--- src/rtl/memory_access.sv ---
// memory_access: MEM stage of the 5-stage MIPS pipeline with byte-addressable little-endian data memory
//
// Loads (LB/LBU/LH/LHU/LW/LWU) and stores (SB/SH/SW) against a 2^MEM_ADDR_WIDTH byte
// memory, followed by the MEM/WB pipeline register.
//
// Ports:
//   i_clk                  clock, all state updates on posedge
//   i_reset                synchronous active-high reset (outputs to 0, memory kept)
//   i_halt                 pipeline freeze: outputs hold, stores suppressed
//   i_WB_write             register-file write enable, passed to WB
//   i_WB_mem_to_reg        WB source select (1 memory, 0 ALU), passed to WB
//   i_MEM_read             load enable
//   i_MEM_write            store enable
//   i_MEM_unsigned         1 zero-extends, 0 sign-extends byte/half loads
//   i_MEM_byte_half_word   access size: 00 byte, 01 half, 1x word
//   i_write_reg            destination register
//   i_data_to_write_in_MEM store data
//   i_ALU_result           effective address / ALU value
//   o_WB_write, o_WB_mem_to_reg, o_write_reg, o_mem_data, o_ALU_result
//                          MEM/WB register outputs
//
// Optional: define MEM_DEBUG_PORT_EN to add i_debug_addr (word index) and
// o_debug_data, a combinational word read for the debug unit.
module memory_access #(
   parameter int DATA_WIDTH     = 32,
   parameter int MEM_ADDR_WIDTH = 8
) (
   input  logic                      i_clk,
   input  logic                      i_reset,
   input  logic                      i_halt,
   input  logic                      i_WB_write,
   input  logic                      i_WB_mem_to_reg,
   input  logic                      i_MEM_read,
   input  logic                      i_MEM_write,
   input  logic                      i_MEM_unsigned,
   input  logic [1:0]                i_MEM_byte_half_word,
   input  logic [4:0]                i_write_reg,
   input  logic [DATA_WIDTH-1:0]     i_data_to_write_in_MEM,
   input  logic [DATA_WIDTH-1:0]     i_ALU_result,
`ifdef MEM_DEBUG_PORT_EN
   input  logic [MEM_ADDR_WIDTH-3:0] i_debug_addr,
   output logic [DATA_WIDTH-1:0]     o_debug_data,
`endif
   output logic                      o_WB_write,
   output logic                      o_WB_mem_to_reg,
   output logic [4:0]                o_write_reg,
   output logic [DATA_WIDTH-1:0]     o_mem_data,
   output logic [DATA_WIDTH-1:0]     o_ALU_result
);

   localparam int LANES = DATA_WIDTH / 8;
   localparam int WORDS = 2 ** (MEM_ADDR_WIDTH - 2);

   logic [DATA_WIDTH-1:0]     mem [0:WORDS-1];
   logic [MEM_ADDR_WIDTH-1:0] addr;
   logic [MEM_ADDR_WIDTH-3:0] word_idx;
   logic [DATA_WIDTH-1:0]     rd_word;
   logic [7:0]                rd_byte;
   logic [15:0]               rd_half;
   logic [DATA_WIDTH-1:0]     load_data;
   logic [DATA_WIDTH-1:0]     wr_data;
   logic [LANES-1:0]          byte_en;
   logic                      sext;

   // Upper address bits are dropped, so accesses wrap modulo the memory size.
   // Half/word alignment is forced by simply ignoring the low lane bits.
   always_comb begin
      addr      = i_ALU_result[MEM_ADDR_WIDTH-1:0];
      word_idx  = addr[MEM_ADDR_WIDTH-1:2];
      rd_word   = mem[word_idx];
      rd_byte   = rd_word[{addr[1:0], 3'b000} +: 8];
      rd_half   = addr[1] ? rd_word[16 +: 16] : rd_word[0 +: 16];
      sext      = ~i_MEM_unsigned;
      load_data = i_MEM_byte_half_word == 2'b00 ? {{(DATA_WIDTH-8){sext & rd_byte[7]}}, rd_byte} :
                  i_MEM_byte_half_word == 2'b01 ? {{(DATA_WIDTH-16){sext & rd_half[15]}}, rd_half} :
                  rd_word;
      // Store data is replicated across lanes; byte_en picks which lanes land.
      wr_data   = i_MEM_byte_half_word == 2'b00 ? {LANES{i_data_to_write_in_MEM[7:0]}} :
                  i_MEM_byte_half_word == 2'b01 ? {(LANES/2){i_data_to_write_in_MEM[15:0]}} :
                  i_data_to_write_in_MEM;
      byte_en   = i_MEM_byte_half_word == 2'b00 ? LANES'(1) << addr[1:0] :
                  i_MEM_byte_half_word == 2'b01 ? (addr[1] ? 4'b1100 : 4'b0011) :
                  {LANES{1'b1}};
   end

   // Memory is never cleared; reset and halt only block the write.
   always_ff @(posedge i_clk)
      if (!i_reset && !i_halt && i_MEM_write)
         for (int k = 0; k < LANES; k++)
            if (byte_en[k]) mem[word_idx][8*k +: 8] <= wr_data[8*k +: 8];

   // MEM/WB register; the load path reads pre-write contents (read-before-write).
   always_ff @(posedge i_clk)
      if (i_reset) begin
         o_WB_write      <= 1'b0;
         o_WB_mem_to_reg <= 1'b0;
         o_write_reg     <= '0;
         o_mem_data      <= '0;
         o_ALU_result    <= '0;
      end else if (!i_halt) begin
         o_WB_write      <= i_WB_write;
         o_WB_mem_to_reg <= i_WB_mem_to_reg;
         o_write_reg     <= i_write_reg;
         o_mem_data      <= i_MEM_read ? load_data : '0;
         o_ALU_result    <= i_ALU_result;
      end

`ifdef MEM_DEBUG_PORT_EN
   assign o_debug_data = mem[i_debug_addr];
`else
   // No debug read path in the default build.
`endif

endmodule

--- config.mk ---
export PLATFORM = sky130hd
export DESIGN_NAME = memory_access
export DESIGN_NICKNAME = d
export VERILOG_FILES = /design/src/rtl/memory_access.sv
export SDC_FILE = /design/constraint.sdc
export NUM_CORES = 2
export LEC_CHECK = 0
export CORE_ASPECT_RATIO = 0.7
export CORE_MARGIN = 1
export CORE_UTILIZATION = 30
export DETAILED_ROUTE_END_ITERATION = 10
export PLACE_DENSITY = 0.43
export SLEW_MARGIN = 20
export SYNTH_ARGS = -nofsm -noshare
export SYNTH_HDL_FRONTEND = slang
export SYNTH_SLANG_ARGS = --single-unit
--- constraint.sdc ---
create_clock -name i_clk -period 6 [get_ports i_clk]
set_input_delay 1.2 -clock i_clk [delete_from_list [all_inputs] [get_ports i_clk]]
set_output_delay 1.2 -clock i_clk [all_outputs]
set_load 0.03 [all_outputs]
==> results by group <==
Placed design
  – Routability cong.: 0.909
  – Hpwl dp: 224 mm
  – PortBufs: 149

Clocking
  – H-tree Lvls: 4
  – CTS Buffer Depth: 4
  – CTS tree: built
  – Skew-Pair Late Insertion Delay: 0.88 ns
  – CTS Hold Buffers Added: 0
  – CTS Buf Count: 208
  – Postcts setup bufs: 0
  – Post-CTS sizing: 0
  – Clk slew on worst S/H paths: 0.08 ns
  – Clk Tree Root Cell: clkbuf_16
  – Clock Sinks: 2,119

Critical path
  – Most used cell, CP: o22ai_1
  – Buf/Inv on CP: 2
  – Critical path type: primary input to register
  – Slowest CP cell: a2111oi_2
  – CP max stage delay: 0.98 ns
  – Worst Path Arrival: 5.95 ns
  – Crit Path Max Fanout: 64
  – Cell chain of the critical path: buf_8 -> nand2b_1 -> buf_4 -> o22ai_1 -> a221oi_1 -> o22ai_1 -> a2111oi_2 -> a21oi_1 -> nand4b_1 -> o211ai_1
  – Crit path capture type: register
  – CP Launch Type: primary input
  – Required time worst endpoint: around 6.7 ns
  – Worst path top cell family by delay: compound AO/OA/AOI/OAI gates

Power
  – Peak VDD IR: 0.226 mV
  – Lkg Pwr: 0.0313 uW
  – PwrDens: 323 nW/um^2
  – Pwr Total: approximately 32,000 uW

Drt
  – Pre-antenna DRT Iters: 7
  – Via density: 5.61
  – Top Layer Used: met5
  – Vias after detailed routing: 51,400
  – DR WL met2: around 140 mm
  – Metal-1 WL: 154 mm
  – Post-Route WL: 338 mm
  – Antenna Nets Post-Route: 0
  – DR iter-0 viols: 7,323
  – DRC viols: 0
  – Met3 WL: 33.6 mm
  – Routed len/inst: 36.9 um

Synth
  – Synth Area in Compound Gates: 8.97%
  – Top cell type's share of synthesized area: between 70 and 80%
  – Synth area leader: edfxtp_1
  – Largest family of logic cells by synthesized area: compound AO/OA/AOI/OAI gates
  – Synth area leaders: edfxtp_1, mux2i_1, mux4_2, a22oi_1, mux2_2
  – Post-synthesis adder-cell area fraction: 0%
  – Most common cell in the synthesized netlist: edfxtp_1
  – Synth Area in XOR/XNOR: 0%
  – Netlist cell types: 84
  – Synthesized Nets: 4,876
  – Gate Count Post-Synth: 4,797
  – Post-Syn Area: 83,000 um^2
  – Synthesis Warnings: 0
  – Post-synth ARST share: 0%
  – Syn avg cell area: 17.3 um^2
  – Simple-gate share of the synthesized area: under 10%
  – Yosys reg bits: 2,119
  – Post-synth EDFFs: 2,048
  – Commonest register cell after synthesis: edfxtp_1
  – Top cells by count, synth: edfxtp_1, nor2_1, mux2i_1
  – Seq/Total Area, Yosys: 75.8%
  – Share of cell area taken by muxes after synthesis: 8.50%

Finish
  – Share of cells above drive strength 1: 20.1%
  – Max reg flops: 2,048
  – Layout Nets: 5,388
  – Largest Register: mem
  – Area delta synth->final: 18.1%
  – Biggest regs: mem: 2048 flops, o_ALU_result: 32 flops, o_mem_data: 32 flops

Floorplanning
  – Core area: 275,000 um^2
  – Die H: 442 um
  – Initial Utilization: 30.2%
  – Die width: 631 um
  – Row count: 161
  – # IOs: 150
  – Die Footprint: 279,000 um^2

Outcome
  – Outcome: completed

STA
  – Worst relative slew slack: 10.5%
  – Clk_skew: a little under 0.05 ns
  – Max frequency: between 150 and 200 MHz
  – TNS Setup: 0 ns
  – Final count of pins violating max slew: 0
  – Crit share post-route: between 80 and 90%
  – Worst-Margin Slew: roughly 1.3 ns
  – Final hold violations: 0
  – Minimum clock period: about 5.2 ns
  – RSZ-0062 raised after global routing: no
  – Final setup fails: 0

Global routing
  – Tot GR Track Use: 23.6%
  – Initial antenna violation count: 30
  – Vias in the first global route: 48,400
  – First-pass GRT wire length: 450 mm
  – GR Overflow Total: 0
  – Largest net degree at the start of global routing: 74

Run
  – Max-cap violations: 0

Worst hold path
  – Worst Hold Class: register to register
==> area by class of cell <==
type	count	area, um^2
Sequential cell	2119	62900
Clock inverter	107	912
Inverter	10	43.8
Clock buffer	266	5550
Tap cell	3667	4590
Multi-Input combinational cell	2326	18400
Antenna cell	8	20.0
Timing Repair Buffer	644	5550
Fill cell	26100	177000
==> cells by family (layout without fill, tap and decap cells) <==
family / count (synthesis) / in the layout
DFF: 2119 / 2119
buffers and inverters: 352 / 1027
other: 0 / 8
and+or+nand+nor: 762 / 762
muxes: 552 / 552
AOI/OAI and AO/OA: 1012 / 1012
==> placed cells by master, fill, tap and decap left out, types with 48 or more instances in the layout <==
cell type        count
a221o_1             48
a22o_1              58
edfxtp_1          2048
nand2_1            177
clkdlybuf4s50_1    134
a221oi_1           117
mux4_2             108
clkbuf_1            48
a22oi_1            270
o21ai_0             77
dfxtp_1             71
mux2_2             124
buf_4              466
o22ai_1             76
nor2_1             359
a21oi_1            120
mux2i_1            306
clkbuf_16          210
==> per-layer routing <==
metal / vias up / GRT usage [%]
met3: 426 / 5.82
met1: 27600 / 36.0
met4: 10 / 6.52
met2: 2822 / 32.9
met5: - / 0
li1: 20500 / -
==> metrics by stage <==
stage,cell area [um^2],util (%),std cells,worst slack (ns),hold slack (ns)
detailed placement,91400,33.3,8765,0.275,0.486
global placement,91400,33.3,8765,0.251,0.475
global route,97900,35.6,9139,0.964,0.523
finish,98000,35.6,9147,0.783,0.495
CTS,97900,35.6,9138,1.19,0.500
floorplan,83000,-,4797,0.908,0.583
==> path summary, 6_finish.rpt <==
| path | startpoint | end | slack [ns] | depth (start not counted) |
|---|---|---|---|---|
| max | i_ALU_result[3] | o_mem_data[10]$_SDFFE_PP0N_ | 0.78 | 10 |
| min | o_ALU_result[22]$_SDFFE_PP0N_ | o_ALU_result[22]$_SDFFE_PP0N_ | 0.49 | 2 |
| max reg2reg | mem[60][7]$_DFFE_PP_ | o_mem_data[10]$_SDFFE_PP0N_ | 2.18 | 8 |
| min reg2reg | o_ALU_result[22]$_SDFFE_PP0N_ | o_ALU_result[22]$_SDFFE_PP0N_ | 0.49 | 2 |
==> worst min-delay path, stage by stage, from the launching register on <==
cell and delay [ns]:
dfxtp_1 0.32, mux2i_1 0.07, nor2_1 0.07
==> report_power, final <==
part	internal [uW]	switching, uW	leakage, uW
combinational	636	1670	0.00934
sequential	16400	34.2	0.0188
clock	7160	5810	0.00316
No activity file was read; power rests on OpenSTA's default activity.
